===== config.mk =====
export PLATFORM = sky130hd
export DESIGN_NAME = serializer_flat
export DESIGN_NICKNAME = d
export VERILOG_FILES = /design/src/rtl/serializer_if.sv /design/src/rtl/serializer.sv /design/src/flat_wrapper.sv
export SDC_FILE = /design/constraint.sdc
export NUM_CORES = 1
export LEC_CHECK = 0
export BUFFER_PORTS_ARGS = -buffer_cell sky130_fd_sc_hd__buf_2
export CORE_MARGIN = 2
export CORE_UTILIZATION = 50
export DETAILED_ROUTE_END_ITERATION = 10
export GPL_TIMING_DRIVEN = 0
export PLACE_DENSITY = 0.73
export SLEW_MARGIN = 20
export SYNTH_ARGS = -nofsm -noshare
export SYNTH_HDL_FRONTEND = slang
export SYNTH_SLANG_ARGS = --single-unit

===== constraint.sdc =====
create_clock -name t_clk -period 3.1 [get_ports t_clk]
set_clock_uncertainty 0.2 [all_clocks]
set_input_delay 0.155 -clock t_clk [delete_from_list [all_inputs] [get_ports t_clk]]
set_output_delay 0.155 -clock t_clk [all_outputs]
set_load 0.01 [all_outputs]

===== src/rtl/serializer_if.sv =====
`timescale 1ns/1ps
// serializer_if: byte-wide valid/ready input side and serial line status
// outputs of the serializer, bundled so producer and line side share one port.
interface serializer_if;
    logic [7:0] data_in;
    logic       data_valid;
    logic       data_ready;
    logic       data_out;
    logic       busy;
    logic       frame_done;

    // Producer / observer side (drives bytes, watches the line).
    modport master (
        output data_in,
        output data_valid,
        input  data_ready,
        input  data_out,
        input  busy,
        input  frame_done
    );

    // Serializer side.
    modport slave (
        input  data_in,
        input  data_valid,
        output data_ready,
        output data_out,
        output busy,
        output frame_done
    );
endinterface


===== src/rtl/serializer.sv =====
`timescale 1ns/1ps
// serializer: collects four accepted bytes into a frame buffer and shifts the
// resulting 32-bit frame out MSB-first, one bit per t_clk edge. The top nibble
// of the first byte is replaced by the 4'b1010 sync header. The frame buffer
// and the shift register are independent, so the next frame fills while the
// current one is on the line and can follow it without an idle bit.
// Optional build macro SERIALIZER_IDLE_GAP_EN: inserts exactly two idle (0)
// cycles after every frame before the next one may start.
module serializer (
    input  logic        t_clk,
    input  logic        rst_n,
    serializer_if.slave bus
);

    localparam int         BYTES    = 4;
    localparam logic [3:0] SYNC_HDR = 4'b1010;
    localparam logic [2:0] FULL     = 3'd4;
    localparam logic [4:0] LAST_IDX = 5'd31;

`ifdef SERIALIZER_IDLE_GAP_EN
    typedef enum logic [1:0] {
        IDLE  = 2'd0,
        SHIFT = 2'd1,
        GAP   = 2'd2
    } state_t;
`else
    typedef enum logic [1:0] {
        IDLE  = 2'd0,
        SHIFT = 2'd1
    } state_t;
`endif

    state_t      state_q, state_d;
    logic [2:0]  count_q, count_d;
    logic [31:0] shift_q, shift_d;
    logic [4:0]  bit_cnt_q, bit_cnt_d;
    logic        data_out_q, data_out_d;
`ifdef SERIALIZER_IDLE_GAP_EN
    logic        gap_cnt_q, gap_cnt_d;
`endif

    logic        accept;
    logic        frame_full;
    logic        load;
    logic [31:0] frame_word;

    // A byte is taken whenever the buffer has room; a full buffer stalls the
    // producer until the shifter takes the frame.
    assign accept     = bus.data_valid && (count_q < FULL);
    assign frame_full = (count_q == FULL);

    // ------------------------------------------------------------------
    // Frame buffer: one register per byte slot, written in arrival order.
    // Slot 0 stores the header-substituted byte so the assembled word is
    // ready to load as-is.
    // ------------------------------------------------------------------
    genvar gi;
    generate
        for (gi = 0; gi < BYTES; gi++) begin : g_slot
            logic [7:0] slot_q;
            logic [7:0] slot_in;

            if (gi == 0) begin : g_hdr
                assign slot_in = {SYNC_HDR, bus.data_in[3:0]};
            end else begin : g_plain
                assign slot_in = bus.data_in;
            end

            // Capture the incoming byte into the slot selected by the fill count.
            always_ff @(posedge t_clk or negedge rst_n) begin
                if (!rst_n) begin
                    slot_q <= '0;
                end else if (accept && (count_q == 3'(gi))) begin
                    slot_q <= slot_in;
                end
            end

            // Byte 0 occupies the most significant position of the frame.
            assign frame_word[31 - 8*gi -: 8] = slot_q;
        end
    endgenerate

    // ------------------------------------------------------------------
    // Next-state logic for the line FSM, shifter and fill count.
    // ------------------------------------------------------------------

    // Decide line activity for the coming edge and whether the buffer loads.
    always_comb begin
        state_d    = state_q;
        shift_d    = shift_q;
        bit_cnt_d  = bit_cnt_q;
        data_out_d = data_out_q;
        load       = 1'b0;
`ifdef SERIALIZER_IDLE_GAP_EN
        gap_cnt_d  = gap_cnt_q;
`endif

        case (state_q)
            IDLE: begin
                data_out_d = 1'b0;
                if (frame_full) begin
                    load = 1'b1;
                end
            end

            SHIFT: begin
                if (bit_cnt_q != 5'd0) begin
                    // shift_q holds the bits still to be sent, next one on top.
                    data_out_d = shift_q[31];
                    shift_d    = {shift_q[30:0], 1'b0};
                    bit_cnt_d  = bit_cnt_q - 5'd1;
                end else begin
`ifdef SERIALIZER_IDLE_GAP_EN
                    // Bit 0 is on the line: always follow with the idle gap.
                    state_d    = GAP;
                    gap_cnt_d  = 1'b0;
                    data_out_d = 1'b0;
`else
                    // Bit 0 is on the line: chain straight into a waiting frame.
                    if (frame_full) begin
                        load = 1'b1;
                    end else begin
                        state_d    = IDLE;
                        data_out_d = 1'b0;
                    end
`endif
                end
            end

`ifdef SERIALIZER_IDLE_GAP_EN
            GAP: begin
                data_out_d = 1'b0;
                if (!gap_cnt_q) begin
                    gap_cnt_d = 1'b1;
                end else if (frame_full) begin
                    load = 1'b1;
                end else begin
                    state_d = IDLE;
                end
            end
`endif

            default: begin
                state_d    = IDLE;
                data_out_d = 1'b0;
            end
        endcase

        // Loading puts bit 31 on the line at the same edge; the shifter keeps
        // the remaining 31 bits left-aligned.
        if (load) begin
            state_d    = SHIFT;
            data_out_d = frame_word[31];
            shift_d    = {frame_word[30:0], 1'b0};
            bit_cnt_d  = LAST_IDX;
        end
    end

    // Fill count: cleared by a load, advanced by an accept (never both).
    always_comb begin
        count_d = count_q;
        if (load) begin
            count_d = 3'd0;
        end else if (accept) begin
            count_d = count_q + 3'd1;
        end
    end

    // ------------------------------------------------------------------
    // State registers.
    // ------------------------------------------------------------------

    // Register line state; reset forces the line low and the buffer empty.
    always_ff @(posedge t_clk or negedge rst_n) begin
        if (!rst_n) begin
            state_q    <= IDLE;
            count_q    <= 3'd0;
            shift_q    <= '0;
            bit_cnt_q  <= '0;
            data_out_q <= 1'b0;
        end else begin
            state_q    <= state_d;
            count_q    <= count_d;
            shift_q    <= shift_d;
            bit_cnt_q  <= bit_cnt_d;
            data_out_q <= data_out_d;
        end
    end

`ifdef SERIALIZER_IDLE_GAP_EN
    // Track which of the two idle-gap cycles is on the line.
    always_ff @(posedge t_clk or negedge rst_n) begin
        if (!rst_n) begin
            gap_cnt_q <= 1'b0;
        end else begin
            gap_cnt_q <= gap_cnt_d;
        end
    end
`endif

    // ------------------------------------------------------------------
    // Outputs, all derived from registered state.
    // ------------------------------------------------------------------
    assign bus.data_ready = (count_q < FULL);
    assign bus.data_out   = data_out_q;
    assign bus.busy       = (state_q == SHIFT);
    assign bus.frame_done = (state_q == SHIFT) && (bit_cnt_q == 5'd0);

endmodule


===== src/flat_wrapper.sv =====
// flat-port wrapper written by rule: the top's interface ports become plain ports
module serializer_flat 
  (t_clk, rst_n, bus_data_in, bus_data_valid, bus_data_ready, bus_data_out, bus_busy, bus_frame_done);
  serializer_if bus_i ();
  input  logic t_clk;
  input  logic rst_n;
  input wire logic [$bits(bus_i.data_in)-1:0] bus_data_in;
  input wire logic [$bits(bus_i.data_valid)-1:0] bus_data_valid;
  output wire logic [$bits(bus_i.data_ready)-1:0] bus_data_ready;
  output wire logic [$bits(bus_i.data_out)-1:0] bus_data_out;
  output wire logic [$bits(bus_i.busy)-1:0] bus_busy;
  output wire logic [$bits(bus_i.frame_done)-1:0] bus_frame_done;
  assign bus_i.data_in = bus_data_in;
  assign bus_i.data_valid = bus_data_valid;
  assign bus_data_ready = bus_i.data_ready;
  assign bus_data_out = bus_i.data_out;
  assign bus_busy = bus_i.busy;
  assign bus_frame_done = bus_i.frame_done;
  serializer u_core (.t_clk(t_clk), .rst_n(rst_n), .bus(bus_i));
endmodule

* After elaboration in Yosys (flattened, before gate mapping)
Cells that the tools add are included.
** Cells by class
- $add $sub $neg :: 2
- Magnitude comparators :: 1
- Equal/unequal tests :: 9
- Multiplexer cells :: 19
- Reduce and logical (&&, ||, !) cells :: 15
** Operators with widths (count)
- $mux 32 :: 3
- $mux 5 :: 3
- $eq 3x2->1 const B :: 2
- $logic_and 1x1->1 :: 6
- $mux 1 :: 6
- $mux 2 :: 3
- $mux 3 :: 2
- $reduce_bool 2->1 :: 3
- $logic_not 5->1 :: 1
- $reduce_bool 5->1 :: 1
- $sub 5x1->5 const B :: 1
- $ne 4x4->1 const B :: 1
- $pmux 2 s2 :: 1
- $add 3x1->3 const B :: 1
- $eq 3x1->1 const B :: 1
- $eq 3x3->1 const B :: 1
- $logic_not 3->1 :: 1
- $lt 3x3->1 const B :: 1
- $ne 3x2->1 const B :: 1
- $ne 3x3->1 const B :: 1
- $reduce_and 3->1 :: 1
- $eq 2x1->1 const B :: 1
- $logic_not 2->1 :: 1
- $ne 2x1->1 const B :: 1
- 2 further kinds :: 2
** Storage, ports and cells
- Flip-flop bits (word level) :: 72
- Bits of input ports :: 11

* Longest topological paths before layout
Gate-level depths: netlist (run 1).
- Depth in word-level cells :: 6
- Gate-level depth with buffers :: 8
- Mapped depth without buffers :: 5

* Least setup slack after synthesis (run 1)
No wires, ideal clock.
- Path kind :: flip-flop to flip-flop
- From :: register u_core.bit_cnt_q[0]
- To :: register u_core.bit_cnt_q[2]
- Library setup time :: 124 ps
- Data arrival time :: 1717 ps
- Data required time :: 2776 ps
- Path slack :: 1059 ps
- Stages on the path, launching flop included :: 8
- Path buffers :: 2
- Period minus slack after synthesis :: 2041 ps
- Path through :: dfrtp_1 -> inv_1 -> ha_1 -> or4b_1 -> buf_2 -> and2_4 -> buf_6 -> o31a_1
** On the way
- Word-level cells in the longest chain between the ends :: 5
- Elaborated cells on any way between the ends :: 10
** Ends and longest elaborated chain
- start, declared :: line serializer.sv:36 : logic [4:0] bit_cnt_q, bit_cnt_d;
- start signal, assigned :: line serializer.sv:185 : bit_cnt_q <= bit_cnt_d;
- parallel branches: the longest is 5 deep, another holds $sub 5x1->5
Several ways; the timed one is not identified. The select of a mux whose other input is x is not followed.
A chain may end at the register's enable or synchronous reset.

* Worst setup path after layout (run 1)
- From :: register u_core.bit_cnt_q[0]
- To :: output bus_frame_done
** On the way
- Word-level cells in the longest chain between the ends :: 2
** Ends and longest elaborated chain
- $logic_not 5->1 :: line serializer.sv:207 : assign bus.frame_done = (state_q == SHIFT) && (bit_cnt_q == 5'd0);
- $logic_and 1x1->1 :: line serializer.sv:207
- end, declared :: line flat_wrapper.sv:12 : output wire logic [$bits(bus_i.frame_done)-1:0] bus_frame_done;
No other way between the ends.

==> summary.txt, run 1 <==
Run status
  – Status: complete, no violations

Layout
  – Post-route cell area: between 0.003 and 0.004 mm2
  – Commonest non-fill, non-tap cell in the layout: dfrtp_1
  – P&R area growth vs syn: 14.30%
  – Most frequent cells in the layout: dfrtp_1, nand3_1, mux2_2, mux2i_1, o21ai_1
  – Inserted Diodes: 0
  – Layout cells sized above 1: 22.22%
  – Fillcell total: 512
  – Fin nets: approximately 310

Clocking
  – Sinks on Clock Net: 70
  – Clock Latency Late Sink: 350 ps
  – Total CTS buffers: 9
  – Clk slew on worst S/H paths: 70 ps
  – Setup Buffers After CTS: 0
  – Post-CTS sizing: 0
  – CTS Buffer Depth: 2
  – CTS root buf: clkbuf_8
  – CTS tree: yes
  – H-tree levels: 3

GRT
  – Met3 usage: 5.435%
  – Largest net degree at the start of global routing: 40
  – First-pass GRT wire length: 10490 um
  – Total global-route track usage: 21.25%
  – GR met2 Demand/Resource: 34.44%
  – GR Util met1: 27.29%
  – Initial antenna violation count: 0
  – Gr ovfl total: 0
  – Vias in the first global route: 2114
  – Global route hottest layer: met2

Setup path
  – Critical path buffer and inverter count: 2
  – R2r setup slk: 900 ps
  – Critical-path top delay cell: or3b_2
  – CP endpoint: bus_frame_done
  – CP top delay family: simple AND/OR/NAND/NOR gates
  – Critical path cell sequence: inv_1, ha_1, or3b_2, nor3b_1, buf_2
  – Worst Setup End Kind: output port
  – Reg-to-Reg End: u_core.shift_q[24]
  – WS Path Type: flip-flop to output port
  – Worst EP required: ~2700 ps
  – RR Startpoint: u_core.count_q[0]
  – Startpoint Class: flip-flop
  – CP Depth: 5
  – CP arrival: 1850 ps
  – Delay of the slowest critical-path stage: between 400 and 500 ps
  – Worst Path Max Fanout: 4
  – Crit path from: u_core.bit_cnt_q[0]
  – R2R cell count: 7

Logic synthesis
  – Distinct cells, synth: 28
  – Primary FF master, synth: dfrtp_1
  – Syn. warnings: 0
  – Post-synthesis cell area: slightly above 0.003 mm2
  – Count of state elements after synthesis: 70
  – Asr flop ratio synth: between 90% and 100%
  – Post-Syn Nets: 275
  – Post-synthesis sequential area ratio: 56.73%
  – Gate Count Post-Synth: around 260
  – Number of flops mapped to enable cells by yosys: 0
  – Syn Area/Cell: 11.97 um2

Run
  – Max cap viols: 0

Placement
  – GP Congestion: between 0.7 and 0.8
  – Detailed Place HPWL: 4077 um
  – Port bufs: 14
  – Placed cell areas: 0.003274 mm2

Timing
  – Final min period: 2204 ps
  – Post-Route Setup TNS: 0 ps
  – Final worst path period share: 71.10%
  – Actual slew at the worst max-slew pin: 529.6 ps
  – Slew margin rel.: 64.69%
  – Fmax achieved: 453.7 MHz
  – WHS: 70.25 ps
  – Final slew viol count: 0
  – Final setup fails: 0
  – Final Hold Fails: 0
  – Unrepaired setup endpoints after global routing: no

Hold path
  – HP Class: input pin to asynchronous set/reset pin

Die
  – Core area: slightly below 0.006 mm2
  – Die width: just over 80 um
  – Initial Util: 51.85%
  – Die Area: 0.006820 mm2
  – Height of the die: 82.59 um
  – Ports: 15
  – Rows: 28

Route
  – DR pass1 iterations: 4
  – DR WL/cell: 17.00 um
  – DRT iter0 DRCs: roughly 160
  – Total wire length: between 6000 and 7000 um
  – Post-DRT Antenna Nets: 0
  – Drt drc: 0
  – Vias: 2089
  – Post-DR vias/cell: between 5 and 6

Pwr
  – Power Density: about 940 mW/mm2
  – Max VDD drop: 387.6 uV
  – Leakage power: ~0.0016 uW
## area by class of cell
type / instances / area (um2) / share of cell area [%]
inverters: 6 / 22.52 / 0.6381
clock inverters: 2 / 10.01 / 0.2836
clock buffers: 12 / 145.1 / 4.112
plain buffers: 17 / 98.84 / 2.800
well taps: 75 / 93.84 / 2.659
repair buffers: 25 / 192.7 / 5.459
multi-input cells: 165 / 1215 / 34.42
flip-flops and latches: 70 / 1752 / 49.63
## worst min-delay path by stage
stage	from	to
3_3_place_gp	bus_data_in[6]	u_core.g_slot[1].slot_q[6]
4_1_cts	rst_n	u_core.shift_q[13]
2_1_floorplan	rst_n	u_core.bit_cnt_q[0]
6_report	rst_n	u_core.shift_q[27]
5_1_grt	rst_n	u_core.shift_q[13]
3_5_place_dp	rst_n	u_core.shift_q[27]
## repair_timing
item	4_1_cts	5_1_grt
endpoints found under the setup margin	0	0
endpoints found under the hold margin	99	0
hold buffers	10	0
## cells in the mapped netlist (all sizes together) (2+ instances only)
cell type  instances  area share [%]
nor2               3            0.36
a21oi              9             1.5
mux2              29              11
ha                 6             2.4
a211oi             4            0.97
and2               2            0.49
inv                6            0.73
and3               3            0.61
o21ai             30             4.9
buf               15             3.0
mux2i             28             9.1
dfrtp             70              57
nand2             12             1.5
clkbuf             2            0.24
nand3             30             4.9
## cell families after synthesis
| kind of cell | count (synthesis) | share of synthesized area [%] |
|---|---|---|
| flip-flops | 70 | 56.73 |
| multiplexers | 57 | 19.65 |
| AND/OR/NAND/NOR | 56 | 9.198 |
| AO/OA/AOI/OAI | 45 | 7.780 |
| buffers and inverters | 23 | 3.930 |
| adder cells (fa/ha/maj) | 6 | 2.431 |
| XOR/XNOR | 1 | 0.2837 |
## registers in the layout, indices dropped and copies added (netlist names)
name                  count
u_core.shift_q           31
u_core.g_slot.slot_q     29
u_core.bit_cnt_q          5
u_core.count_q            3
u_core.bus.data_out       1
u_core.state_q            1
## power by group
group | leakage [uW] | total (uW) | switching (uW) | internal, uW
Combinational | 0.000646 | 1210 | 627 | 588
Sequential | 0.000900 | 1500 | 220 | 1280
Clock | 0.0000821 | 621 | 320 | 301
## stage by stage
| stage | total power [uW] | setup slack [ps] | cells | util (%) |
|---|---|---|---|---|
| after floorplan | 2402 | 1059 | 258 | - |
| final | 3332 | 896.0 | 372 | 59.26 |
| after CTS | 3338 | 872.3 | 372 | 59.26 |
| after detailed placement | 2716 | 876.5 | 348 | 54.98 |
| after global placement | 2654 | 917.2 | 347 | 54.60 |
| after global routing | 3561 | 716.4 | 372 | 59.26 |
## metal layers
layer / up-vias / share of wire, %
met3: 12 / 3.3
li1: 984 / -
met2: 32 / 48
met1: 1061 / 46
met5: - / 0
met4: 0 / 1.9
Note: power is estimated with default switching activity, not from simulation.
==> run 2: changes to the inputs <==
--- a/config.mk
+++ b/config.mk
@@ -10,7 +10,7 @@
 export CORE_UTILIZATION = 50
 export DETAILED_ROUTE_END_ITERATION = 10
 export GPL_TIMING_DRIVEN = 0
-export PLACE_DENSITY = 0.73
+export PLACE_DENSITY = 0.76
 export SLEW_MARGIN = 20
 export SYNTH_ARGS = -nofsm -noshare
 export SYNTH_HDL_FRONTEND = slang
==> constraint.sdc (replaced) <==
create_clock -name t_clk -period 1.9 [get_ports t_clk]
set_clock_uncertainty 0.2 [all_clocks]
set_input_delay 0.095 -clock t_clk [delete_from_list [all_inputs] [get_ports t_clk]]
set_output_delay 0.095 -clock t_clk [all_outputs]
set_load 0.01 [all_outputs]
==> run 2 against run 1 <==
The run now ends with negative hold slack, negative setup slack left. Design area rose by 12%. Largest cell class unchanged. First-iteration DRC count grew 18%. Hold slack worse by 73 ps. Highest routed layer unchanged. Global-route usage is 0.27 points lower. Combinational power up 110%. Die area unchanged. Setup slack worse by 1100 ps. Via count is 5.8% higher. Clock power rose to 2.6 times the previous value. Critical path depth rose by 2.
==> summary.txt, run 2 (synthesis results as in run 1) <==
Layout
  – P&R area growth vs syn: 27.51%
  – Largest regs: u_core.shift_q (31), u_core.g_slot.slot_q (29), u_core.bit_cnt_q (5)
  – Commonest non-fill, non-tap cell in the layout: dfrtp_1
  – Most frequent cells in the layout: dfrtp_1, mux2_2, mux2i_1, nand3_1, o21ai_2
  – Multi-input gate area: between 0.001 and 0.0015 mm2
  – Sequential cell area: 0.001752 mm2
  – Inserted Diodes: 0
  – Post-route cell area: between 0.003 and 0.004 mm2
  – Fillcell total: 419
  – Layout cells sized above 1: 40.07%
  – Fin nets: 319
  – Max reg flops: 31
  – Core Util, Final: roughly two thirds
  – Largest Register: u_core.shift_q

Setup path
  – R2R cell count: 7
  – RR Startpoint: u_core.bit_cnt_q[1]
  – CP arrival: 2140 ps
  – Critical-path top delay cell: or4b_4
  – Worst EP required: 1970 ps
  – Worst Setup End Kind: flip-flop
  – Startpoint Class: flip-flop
  – Reg-to-Reg End: u_core.shift_q[13]
  – R2r setup slk: -170 ps
  – Worst Path Max Fanout: 10
  – WS Path Type: flip-flop to flip-flop
  – Critical path cell sequence: inv_1, ha_2, or4b_4, buf_6, and2_4, buf_12, o21ai_1
  – Delay of the slowest critical-path stage: 470 ps

Clocking
  – CTS tree: yes
  – H-tree levels: 3
  – Total CTS buffers: 9
  – Sinks on Clock Net: 70
  – Clk slew on worst S/H paths: about 80 ps
  – CTS root buf: clkbuf_8
  – CTS Buffer Depth: 2
  – Clock Latency Late Sink: 350 ps

Pwr
  – Leakage power: 0.001813 uW
  – Max VDD drop: 971.0 uV
  – Power Density: 1673 mW/mm2

Die
  – Die Area: 0.006820 mm2
  – Ports: 15
  – Initial Util: 51.85%
  – Height of the die: about 83 um
  – Rows: 28
  – Die width: 82.59 um
  – Core area: 0.005956 mm2

Timing
  – Slew margin rel.: around 65%
  – Actual slew at the worst max-slew pin: 531.1 ps
  – Final setup fails: 37
  – WHS: -2.300 ps
  – Setup slack after layout: -169.1 ps
  – Final worst path period share: 108.9%
  – Unrepaired setup endpoints after global routing: yes
  – Final Hold Fails: 2
  – Final slew viol count: 0
  – Post-Route Setup TNS: -5127 ps
  – Final min period: 2069 ps
  – Fmax achieved: between 400 and 500 MHz

Hold path
  – HP Class: input pin to asynchronous set/reset pin

GRT
  – Vias in the first global route: 2176
  – GR Util met1: 27.36%
  – Largest net degree at the start of global routing: 46
  – Gr ovfl total: 0
  – Initial antenna violation count: 0
  – First-pass GRT wire length: roughly 10000 um
  – Met3 usage: between 6 and 7%
  – Global route hottest layer: met2
  – Total global-route track usage: 20.98%
  – GR met2 Demand/Resource: 33.63%

Placement
  – GP Congestion: 0.7956
  – Port bufs: 14
  – Detailed Place HPWL: ~4100 um
  – Placed cell areas: 0.003282 mm2

Route
  – DR pass1 iterations: 4
  – Post-DRT Antenna Nets: 0
  – Drt drc: 0
  – Total wire length: 6847 um
  – Vias: 2210
  – DR WL/cell: 17.92 um
  – Post-DR vias/cell: just under 6
  – DRT iter0 DRCs: 184

Run
  – Max cap viols: 0

Run status
  – Failing checks: negative hold slack, negative setup slack
  – Status: finished, violations left
## run 2: cell types whose count changed in the layout (fill, tap and decap cells not counted), sizes merged
cell,delta
clkinvlp,+1
clkinv,-1
and2,+1
buf,+5
bufinv,+4
## run 2: worst max path at each step
stage	start	to	slack, ps	cells past startpoint
2_1_floorplan	u_core.bit_cnt_q[0]	u_core.bit_cnt_q[2]	-140	7
3_3_place_gp	u_core.count_q[0]	u_core.shift_q[23]	-280	7
6_report	u_core.bit_cnt_q[1]	u_core.shift_q[13]	-170	7
5_1_grt	u_core.bit_cnt_q[1]	u_core.shift_q[20]	-240	7
3_5_place_dp	u_core.count_q[0]	u_core.shift_q[24]	-320	7
4_1_cts	u_core.bit_cnt_q[0]	u_core.shift_q[12]	-120	7
## run 2: through the flow
| step | worst slack (ps) | instances | power (uW) |
|---|---|---|---|
| finish | -169.1 | 382 | 6588 |
| global route | -236.7 | 382 | 6939 |
| CTS | -116.4 | 378 | 6221 |
| detailed placement | -321.9 | 348 | 4428 |
| global placement | -279.8 | 347 | 4322 |
| floorplan | -141.4 | 258 | 3920 |
## run 2: metal layers
layer / wire length (um) / up-vias / share of wire (%)
met5: 0 / - / 0
met4: 127 / 0 / 1.9
met3: 189 / 13 / 2.8
met2: 3373 / 34 / 49
met1: 3156 / 1149 / 46
li1: - / 1014 / -
## run 2: cell type report
| class | instances | area share (%) |
|---|---|---|
| flip-flops and latches | 70 | 44.49 |
| multi-input cells | 166 | 35.08 |
| repair buffers | 33 | 7.054 |
| plain buffers | 16 | 3.559 |
| clock buffers | 10 | 3.495 |
| clock inverters | 6 | 3.368 |
| well taps | 75 | 2.383 |
| inverters | 6 | 0.5720 |
## run 2: critical path, delay by kind of cell, from the launching register on
| family | cells | cell delay, ps |
|---|---|---|
| AO/OA/AOI/OAI | 1 | 140 |
| AND/OR/NAND/NOR | 2 | 680 |
| flip-flops | 1 | 400 |
| buffers and inverters | 3 | 390 |
| adder cells (fa/ha/maj) | 1 | 180 |
## run 2: where the power goes
group	internal, uW	switching [uW]	total, uW
sequential	2080	382	2460
combinational	1230	1280	2520
clock	1040	571	1610
## run 2: timing repair
action                                 in CTS  in global routing
gates cloned                                1                  2
setup endpoints to repair                  41                 62
endpoints found under the hold margin      99                  0
resized for setup                          25                 42
pin swaps                                   4                  7
buffers inserted                            4                  2
hold buffers                               10                  0
